<file path="src/rtl/uart_txd_ctr_pkg.sv">
// Shared definitions for the parameter-frame UART link, used by both the
// transmit controller and the receive-side parser.
package uart_txd_ctr_pkg;

   localparam logic [7:0] HDR_B0 = 8'hFF;
   localparam logic [7:0] HDR_B1 = 8'hF0;
   localparam logic [7:0] HDR_B2 = 8'hA0;
   localparam logic [7:0] TRL_B0 = 8'h0D;
   localparam logic [7:0] TRL_B1 = 8'h0A;

   localparam int         FRAME_LEN = 8;
   localparam logic [2:0] LAST_IDX  = 3'(FRAME_LEN - 1);

   typedef enum logic [1:0] {
      ST_IDLE  = 2'd0,
      ST_START = 2'd1,
      ST_WAIT  = 2'd2,
      ST_DONE  = 2'd3
   } tx_state_t;

   // All-ones adjust is reserved as a marker and is sent without the +1 offset.
   function automatic logic [7:0] frame_byte(input logic [2:0]  idx,
                                             input logic [7:0]  div,
                                             input logic [15:0] adj);
      logic [7:0] adj_hi;
      logic [7:0] adj_lo;
      logic [7:0] b;
      adj_hi = (adj == 16'hFFFF) ? 8'hFF : adj[15:8] + 8'd1;
      adj_lo = (adj == 16'hFFFF) ? 8'hFF : adj[7:0] + 8'd1;
      b = 8'h00;
      case (idx)
         3'd0:    b = HDR_B0;
         3'd1:    b = HDR_B1;
         3'd2:    b = HDR_B2;
         3'd3:    b = div;
         3'd4:    b = adj_hi;
         3'd5:    b = adj_lo;
         3'd6:    b = TRL_B0;
         default: b = TRL_B1;
      endcase
      return b;
   endfunction

endpackage

</file>
<file path="src/rtl/uart_tx_wdog.sv">
// Per-byte watchdog: counts enabled cycles and flags the cycle whose
// increment would reach TIMEOUT.
module uart_tx_wdog #(
   parameter logic [15:0] TIMEOUT = 16'd50000
) (
   input  logic clk,
   input  logic rst,
   input  logic clear,
   input  logic enable,
   output logic expire
);

   logic [15:0] count;

   assign expire = enable && (count == TIMEOUT - 16'd1);

   always_ff @(posedge clk) begin
      if (!rst) begin
         count <= '0;
      end else if (clear || expire) begin
         count <= '0;
      end else if (enable) begin
         count <= count + 16'd1;
      end
   end

endmodule

</file>
<file path="src/rtl/uart_txd_ctr.sv">
// Sends the 8-byte divider/adjust parameter frame through a byte UART,
// one tx_start per byte, aborting the frame if a byte never completes.
module uart_txd_ctr
   import uart_txd_ctr_pkg::*;
#(
   parameter logic [15:0] TIMEOUT = 16'd50000
) (
   input  logic        clk,
   input  logic        rst,
   input  logic        send_req,
   input  logic [7:0]  divNum_in,
   input  logic [15:0] adjNum_in,
   input  logic        tx_done,
   output logic        tx_start,
   output logic [7:0]  tx_data,
   output logic        busy,
   output logic        frame_done,
   output logic        tx_err
);

   tx_state_t   state, state_next;
   logic [2:0]  idx, idx_next;
   logic [7:0]  div_lat;
   logic [15:0] adj_lat;
   logic [7:0]  div_src;
   logic [15:0] adj_src;
   logic        latch_en;
   logic        abort;
   logic        wd_clear;
   logic        wd_en;
   logic        wd_expire;

   uart_tx_wdog #(.TIMEOUT(TIMEOUT)) u_wdog (
      .clk    (clk),
      .rst    (rst),
      .clear  (wd_clear),
      .enable (wd_en),
      .expire (wd_expire)
   );

   // The first byte is loaded on the accepting edge, before the latches settle.
   assign div_src = latch_en ? divNum_in : div_lat;
   assign adj_src = latch_en ? adjNum_in : adj_lat;

   always_comb begin
      state_next = state;
      idx_next   = idx;
      latch_en   = 1'b0;
      abort      = 1'b0;
      wd_clear   = 1'b0;
      wd_en      = 1'b0;
      case (state)
         ST_IDLE: begin
            if (send_req) begin
               latch_en   = 1'b1;
               idx_next   = 3'd0;
               state_next = ST_START;
            end
         end
         ST_START: begin
            wd_clear   = 1'b1;
            state_next = ST_WAIT;
         end
         ST_WAIT: begin
            if (tx_done) begin
               if (idx == LAST_IDX) begin
                  state_next = ST_DONE;
               end else begin
                  idx_next   = idx + 3'd1;
                  state_next = ST_START;
               end
            end else begin
               wd_en = 1'b1;
               if (wd_expire) begin
                  abort      = 1'b1;
                  state_next = ST_IDLE;
               end
            end
         end
         default: begin
            state_next = ST_IDLE;
         end
      endcase
   end

   // Outputs are registered from the next state so they line up with the state they describe.
   always_ff @(posedge clk) begin
      if (!rst) begin
         state      <= ST_IDLE;
         idx        <= 3'd0;
         div_lat    <= '0;
         adj_lat    <= '0;
         tx_start   <= 1'b0;
         tx_data    <= 8'd0;
         busy       <= 1'b0;
         frame_done <= 1'b0;
         tx_err     <= 1'b0;
      end else begin
         state <= state_next;
         idx   <= idx_next;
         if (latch_en) begin
            div_lat <= divNum_in;
            adj_lat <= adjNum_in;
         end
         tx_start <= (state_next == ST_START);
         if (state_next == ST_START) begin
            tx_data <= frame_byte(idx_next, div_src, adj_src);
         end
         busy       <= (state_next != ST_IDLE);
         frame_done <= (state_next == ST_DONE);
         tx_err     <= abort;
      end
   end

endmodule

</file>
<file path="config.mk">
export PLATFORM = sky130hd
export DESIGN_NAME = uart_txd_ctr
export DESIGN_NICKNAME = d
export VERILOG_FILES = /design/src/rtl/uart_txd_ctr_pkg.sv /design/src/rtl/uart_tx_wdog.sv /design/src/rtl/uart_txd_ctr.sv
export SDC_FILE = /design/constraint.sdc
export NUM_CORES = 1
export LEC_CHECK = 0
export CAP_MARGIN = 20
export CELL_PAD_IN_SITES_DETAIL_PLACEMENT = 1
export CELL_PAD_IN_SITES_GLOBAL_PLACEMENT = 1
export CORE_MARGIN = 2
export CORE_UTILIZATION = 41
export CTS_CLUSTER_SIZE = 14
export DETAILED_ROUTE_END_ITERATION = 10
export PLACE_DENSITY = 0.8
export SYNTH_ARGS = -nofsm -noshare
export SYNTH_HDL_FRONTEND = slang
export SYNTH_SLANG_ARGS = --single-unit
export TNS_END_PERCENT = 30
</file>
<file path="constraint.sdc">
create_clock -name clk -period 4.5 [get_ports clk]
set_input_delay 1.125 -clock clk [delete_from_list [all_inputs] [get_ports clk]]
set_output_delay 1.125 -clock clk [all_outputs]
set_load 0.01 [all_outputs]
</file>
==> results of run 1 <==
## state kept, by name (all words and copies together) (netlist names)
name	flops
busy	1
frame_done	1
div_lat	8
state	2
tx_data	8
tx_start	1
idx	3
adj_lat	16
u_wdog.count	16
tx_err	1
## worst paths after layout
| path | endpoint | slack [ns] |
|---|---|---|
| setup / recovery | tx_data[4] | 0.44 |
| hold / removal | tx_data[5] | 0.46 |
| setup reg to reg | tx_data[4] | 1.32 |
| hold reg to reg | tx_data[5] | 0.46 |
## final cells by class
type | count | area, um^2 | share of cell area [%]
clock buffer | 9 | 124 | 3.36
sequential | 57 | 1140 | 30.9
multi-input combinational | 297 | 1810 | 49.0
clock inverter | 7 | 46.3 | 1.26
inverter | 7 | 26.3 | 0.713
tap | 99 | 124 | 3.36
timing repair buffer | 43 | 420 | 11.4
## synthesized netlist by cell type (all sizes together) (2+ instances only)
cell type	n
nand4	6
nor2b	2
nand2	48
a31o	2
o21a	4
dfxtp	57
nor2	49
a21oi	33
nor3	9
o211ai	2
o21ai	26
a32o	2
xor2	15
and3	5
and4	3
buf	4
a31oi	4
a22oi	2
nor4b	2
nand2b	3
a21o	2
xnor2	13
inv	7
and2	3
o221ai	2
clkbuf	11
ha	3
o31ai	2
nand3	17
mux2i	12
or2	3
or3b	2
a32oi	2
## cells by family after synthesis
family / after synthesis
adders and majority gates: 3
AOI/OAI and AO/OA: 93
DFF: 57
and+or+nand+nor: 160
buffers and inverters: 22
xor gates and xnor gates: 28
muxes: 13
## power by group through the flow
stage / clock, mW / sequential [mW] / combinational (mW)
final: 0.422 / 0.554 / 0.196
after global routing: 0.458 / 0.557 / 0.215
after CTS: 0.436 / 0.554 / 0.197
after detailed placement: 0 / 0.565 / 0.195
after global placement: 0 / 0.564 / 0.191
after floorplan: 0 / 0.561 / 0.110
## per-layer routing
layer | vias up | GRT usage, % | wire, um
met4 | 0 | 7.31 | 110
met2 | 38 | 37.7 | 4330
met3 | 10 | 3.69 | 232
li1 | 1415 | - | -
met5 | - | 0 | 0
met1 | 1403 | 27.6 | 3850
## worst reg2reg max path, cell delays in order (launching register included)
cell,delay (ns)
dfxtp_1,0.41
or3b_1,0.48
mux2i_1,0.16
inv_1,0.08
ha_1,0.26
nand3_1,0.10
or2_2,0.30
o31ai_1,0.40
and2_1,0.42
nand2b_1,0.20
a2111oi_0,0.10
nor3_1,0.20
## per-stage QoR
step           power [mW]  instance area, um^2  util, %  setup slack (ns)  hold slack, ns
3_3_place_gp        0.755                 3520     48.8             0.229           0.452
5_1_grt              1.23                 3690     51.1             0.146           0.505
2_1_floorplan       0.670                 3030        -             0.610           0.444
4_1_cts              1.19                 3690     51.1             0.437           0.468
6_report             1.17                 3690     51.1             0.445           0.465
3_5_place_dp        0.759                 3520     48.8             0.132           0.459
==> run_results.csv, run 1 <==
group,metric,value,unit
run_status,outcome,"finished clean",
worst_setup_path,crit_start,"send_req",
timing,finalSetupViolCount,0,
power,powerDensity,318,nW/um^2
finish,final_common_cell,"dfxtp_1",
synth,synth_top_cell_by_area,"dfxtp_1",
synth,avgSynthCellArea,8.07,um^2
power,combPwrFrac,16.7,%
synth,muxShareOfSynthArea,4.33,%
timing,worst_slew_pin_slew,0.746,ns
drt,wl_per_cell,16.4,um
worst_setup_path,path_cells,"clkdlybuf4s50_1 > or3b_1 > mux2i_1 > inv_1 > ha_1 > nand3_1 > or2_2 > o31ai_1 > and2_1 > nand2b_1 > a2111oi_0 > nor3_1",
clocking,cts_buffers,9,
worst_setup_path,end_kind,"flip-flop",
synth,synth_top_area_share,37.6,%
power,switching_power,0.354,mW
clocking,post_cts_buffers,0,
timing,slew_violations,0,
synth,synth_area_leaders,"dfxtp_1, nor2_1, nand2_1, a21oi_1, xor2_1",
finish,final-instance-count-excl-fill,519,
synth,seq_area_frac_synth,37.6,%
worst_setup_path,critPathMaxStageDelay,0.54,ns
worst_setup_path,worstPathRequired,4.76,ns
floorplanning,initial_core_util,42.0,%
timing,rsz0062_at_grt,"no",
drt,vias,2866,
worst_hold_path,hold_depth,2,
drt,drc,0,
clocking,root_buffer,"clkbuf_8",
drt,drt_iter0_markers,94,
global_route,grt_overflow,0,
synth,synth_compound_area_share,20.0,%
worst_setup_path,path_depth,12,
synth,synth_top_family_by_area,"simple AND/OR/NAND/NOR gates",
synth,synth_edf_count,0,
timing,final_hold_viol_count,0,
power,vdd_drop_max,148,uV
worst_setup_path,slowest_stage,"clkdlybuf4s50_1",
timing,final.min_clock_period,4.06,ns
worst_setup_path,crit_family,"simple AND/OR/NAND/NOR gates",
finish,layout_common_cells,"dfxtp_1, nor2_1, nand2_1",
synth,yosysWarnings,0,
timing,maxSlewHeadroom,50.2,%
worst_setup_path,r2r_start,"state[0]",
synth,synth-simple-area-share,25.7,%
finish,drive_gt1_share,8.10,%
drt,ant_nets,0,
flow_run,maxCapViolations,0,
placed_design,numPortBuffers,39,
worst_hold_path,hold_start,"tx_data[5]",
power,intPower,0.817,mW
synth,synthCells,376,
clocking,cts_max_path_buffers,2,
floorplanning,die_y,90.0,um
worst_setup_path,worstPathArrival,4.32,ns
timing,max_freq,247,MHz
drt,drt_first_pass_iters,4,
finish,fillers,914,
floorplanning,die_area,8100,um^2
worst_setup_path,worstSetupPathType,"in -> reg",
drt,vias_per_cell,5.52,
synth,syn_nets,407,
placed_design,routabilityCongestion,0.824,
synth,async_flop_share,0,%
global_route,grt_usage,21.8,%
floorplanning,design.core.area,7210,um^2
power,p_leak,1.39,nW
placed_design,dp.cells,503,
synth,synthAdderAreaFrac,1.24,%
power,sw_frac_of_total,30.2,%
finish,area_growth,21.6,%
finish,antenna_cells,0,
worst_setup_path,crit_buf_inv,2,
floorplanning,die_width,90.0,um
global_route,grt_pass1_vias,2894,
power,clockPowerShare,36.0,%
synth,ys_ff_latch,57,
clocking,clk_pin_slew,0.07,ns
drt,routed_wl,8520,um
synth,netlist_area,3030,um^2
synth,synth_xor_xnor_area_share,8.09,%
clocking,cts-hold-fix-buffers,0,
clocking,insertion_delay,0.34,ns
timing,final.setup.tns,0,ns
synth,ys_types,60,
power,pwr-share-seq,47.3,%
worst_hold_path,hp-class,"reg -> reg",
worst_setup_path,reg2reg_depth,11,
clocking,cts-resized-gates,0,
clocking,cts_tree,"yes",
worst_setup_path,critPathMaxFanout,11,
global_route,grt_pass1_wl,14300,um
floorplanning,row_count,31,
global_route,grt_max_degree,32,
clocking,htreeDepth,3,
placed_design,hpwlAfterDp,6160,um
synth,synthFlopType,"dfxtp_1",
worst_setup_path,crit_path_start_kind,"input pin",
timing,fin_worst_skew,0.00770,ns
finish,nets,446,
clocking,cts.sinks,57,
timing,fin_crit_sh,90.1,%
floorplanning,ios,40,
global_route,antenna_found_initial,0,
(Power assumes the default switching activity.)
==> run 2, diff against run 1 <==
--- a/config.mk
+++ b/config.mk
@@ -12,8 +12,10 @@
 export CORE_UTILIZATION = 41
 export CTS_CLUSTER_SIZE = 14
 export DETAILED_ROUTE_END_ITERATION = 10
-export PLACE_DENSITY = 0.8
+export PLACE_DENSITY = 0.79
+export REMOVE_ABC_BUFFERS = 1
 export SYNTH_ARGS = -nofsm -noshare
 export SYNTH_HDL_FRONTEND = slang
+export SYNTH_HIERARCHICAL = 1
 export SYNTH_SLANG_ARGS = --single-unit
 export TNS_END_PERCENT = 30
==> run_results.csv, run 2 <==
group,metric,value,unit
run_status,outcome,"finished clean",
clocking,cts-resized-gates,0,
global_route,grt_pass1_wl,14800,um
synth,synth_xor_xnor_area_share,7.62,%
synth,yosysMostFrequentCell,"dfxtp_1",
synth,synth.top_cells.by_count,"dfxtp_1, nand2_1, nor2_1, nor2b_1",
finish,antenna_cells,0,
timing,final.min_clock_period,3.87,ns
clocking,post_cts_buffers,0,
clocking,cts_tree,"yes",
global_route,grt_usage,22.0,%
power,combPwrFrac,15.4,%
worst_setup_path,worstSetupPathType,"in -> reg",
synth,yosysWarnings,6,
worst_setup_path,crit_path_start_kind,"input pin",
worst_setup_path,end_kind,"flip-flop",
finish,final_util,51.7,%
power,sw_frac_of_total,26.3,%
synth,synth_compound_area_share,19.2,%
timing,max_freq,259,MHz
global_route,grt_pass1_vias,2985,
power,vdd_drop_max,159,uV
synth,synthCells,370,
placed_design,routabilityCongestion,0.826,
drt,drc,0,
drt,drt_iter0_markers,137,
floorplanning,die_area,8280,um^2
floorplanning,design.core.area,7290,um^2
floorplanning,ios,40,
finish,top_regs,"adj_lat x16, u_wdog/count x16",
worst_setup_path,worstPathRequired,4.78,ns
power,powerDensity,324,nW/um^2
drt,ant_nets,0,
timing,finalSetupViolCount,0,
timing,maxSlewHeadroom,53.2,%
floorplanning,die_width,91.0,um
synth,ys_types,58,
placed_design,hpwlAfterDp,6300,um
synth,synthFlopType,"dfxtp_1",
clocking,insertion_delay,0.34,ns
finish,nets,440,
worst_setup_path,worstPathArrival,4.15,ns
timing,fin_crit_sh,85.9,%
power,clockPowerShare,39.5,%
global_route,grt_overflow,0,
finish,layout_common_cells,"dfxtp_1, nand2_1, clkdlybuf4s50_1",
timing,final_hold_viol_count,0,
clocking,htreeDepth,3,
worst_hold_path,hp-class,"reg -> reg",
drt,drt_first_pass_iters,4,
drt,vias_per_cell,5.58,
global_route,grt_max_degree,34,
drt,routedLengthMet1,3880,um
synth,seq_area_frac_synth,36.8,%
placed_design,numPortBuffers,39,
floorplanning,initial_core_util,42.6,%
clocking,root_buffer,"clkbuf_8",
power,switching_power,0.322,mW
synth,synth_top_family_by_area,"simple AND/OR/NAND/NOR gates",
power,pwr-share-seq,45.1,%
synth,synthAdderAreaFrac,1.21,%
timing,fin_worst_skew,0.00626,ns
synth,synth_top_area_share,36.8,%
clocking,cts_buffers,9,
timing,rsz0062_at_grt,"no",
timing,worst_slew_pin_slew,0.695,ns
synth,synth_area_leaders,"dfxtp_1, mux2i_1, xnor2_1, nand2_1, nor2b_1",
drt,vias,2856,
clocking,cts.sinks,57,
floorplanning,row_count,31,
synth,synth_top_cell_by_area,"dfxtp_1",
synth,avgSynthCellArea,8.39,um^2
clocking,cts-hold-fix-buffers,0,
clocking,cts_max_path_buffers,2,
drt,routed.top_layer,"met4",
clocking,clk_pin_slew,0.07,ns
finish,area_growth,21.6,%
finish,fillers,913,
synth,muxShareOfSynthArea,5.81,%
placed_design,post-place-ws,0.300,ns
timing,setup_slack,0.633,ns
global_route,antenna_found_initial,0,
power,p_leak,1.40,nW
floorplanning,die_y,91.0,um
drt,dr_wl_met2,4420,um
synth,ys_ff_latch,57,
finish,drive_gt1_share,7.99,%
synth,synth_edf_count,0,
drt,routed_wl,8700,um
synth,synth-simple-area-share,25.6,%
drt,route.met3.wl,289,um
finish,final_common_cell,"dfxtp_1",
drt,wl_per_cell,17.0,um
synth,netlist_area,3100,um^2
timing,slew_violations,0,
flow_run,maxCapViolations,0,
worst_setup_path,critPathMaxFanout,27,
power,intPower,0.901,mW
synth,async_flop_share,0,%
-- run 2: cell count changes after synthesis, sizes merged, moves of 6 or more --
cell,delta
nor2,-19
a21boi,+7
nor2b,+17
xor2,-6
a21oi,-15
mux2i,+6
o21ai,-8
nand2,-8
-- run 2: critical path: stages --
cell             delay [ns]
clkdlybuf4s50_1        0.54
nor3b_2                0.25
buf_4                  0.35
nand2_1                0.10
nand2_1                0.09
ha_1                   0.28
and3_1                 0.20
a32oi_2                0.08
nor2_1                 0.47
o21ai_0                0.17
a221oi_1               0.27
o221a_2                0.22
-- run 2: final cells by class --
cell class                      instances  area, um^2  share of cell area (%)
Timing Repair Buffer                   45         435                    11.5
Inverter                                8        30.0                   0.796
Sequential cell                        57        1140                    30.2
Multi-Input combinational cell        288        1850                    49.0
Clock buffer                           12         155                    4.11
Clock inverter                          3        40.0                    1.06
Tap cell                               99         124                    3.28
-- run 2: worst paths after layout --
| path | slack [ns] | depth (start not counted) | startpoint | endpoint |
|---|---|---|---|---|
| max | 0.63 | 12 | send_req | tx_data[1] |
| min | 0.49 | 2 | tx_data[7] | tx_data[7] |
| max reg2reg | 1.55 | 11 | state[1] | tx_data[1] |
| min reg2reg | 0.49 | 2 | tx_data[7] | tx_data[7] |
-- run 2: cells by family (layout without fill, tap and decap cells) --
family | Yosys count | in the layout
compound gates | 84 | 84
simple gates | 156 | 156
mux | 18 | 18
xor+xnor | 27 | 27
buf+inv | 25 | 68
flops | 57 | 57
fa+ha+maj | 3 | 3
-- run 2: power groups by stage --
stage	clock (mW)	combinational [mW]	sequential (mW)
finish	0.483	0.188	0.552
global route	0.520	0.207	0.555
CTS	0.492	0.190	0.552
detailed placement	0	0.189	0.562
global placement	0	0.184	0.561
floorplan	0	0.0968	0.561
-- run 2: metrics by stage --
stage / instance area (um^2) / TNS (ns) / hold slack, ns / cells / total power [mW]
after global routing: 3770 / 0 / 0.523 / 512 / 1.28
after floorplan: 3010 / -2.65 / 0.457 / 353 / 0.658
after detailed placement: 3580 / 0 / 0.479 / 497 / 0.751
final: 3770 / 0 / 0.491 / 512 / 1.22
after global placement: 3580 / 0 / 0.467 / 497 / 0.745
after CTS: 3770 / 0 / 0.489 / 512 / 1.23
-- run 2: layer usage --
metal	vias to the layer above	track usage, %
li1	1402	-
met1	1386	26.7
met2	57	39.3
met3	11	4.15
met4	0	6.57
met5	-	0
==> run 3, diff against run 2 <==
--- a/config.mk
+++ b/config.mk
@@ -5,6 +5,7 @@
 export SDC_FILE = /design/constraint.sdc
 export NUM_CORES = 1
 export LEC_CHECK = 0
+export ABC_AREA = 0
 export CAP_MARGIN = 20
 export CELL_PAD_IN_SITES_DETAIL_PLACEMENT = 1
 export CELL_PAD_IN_SITES_GLOBAL_PLACEMENT = 1
==> results of run 3 <==
Same layout as run 2: the final DEF is identical, and so are final timing and power.
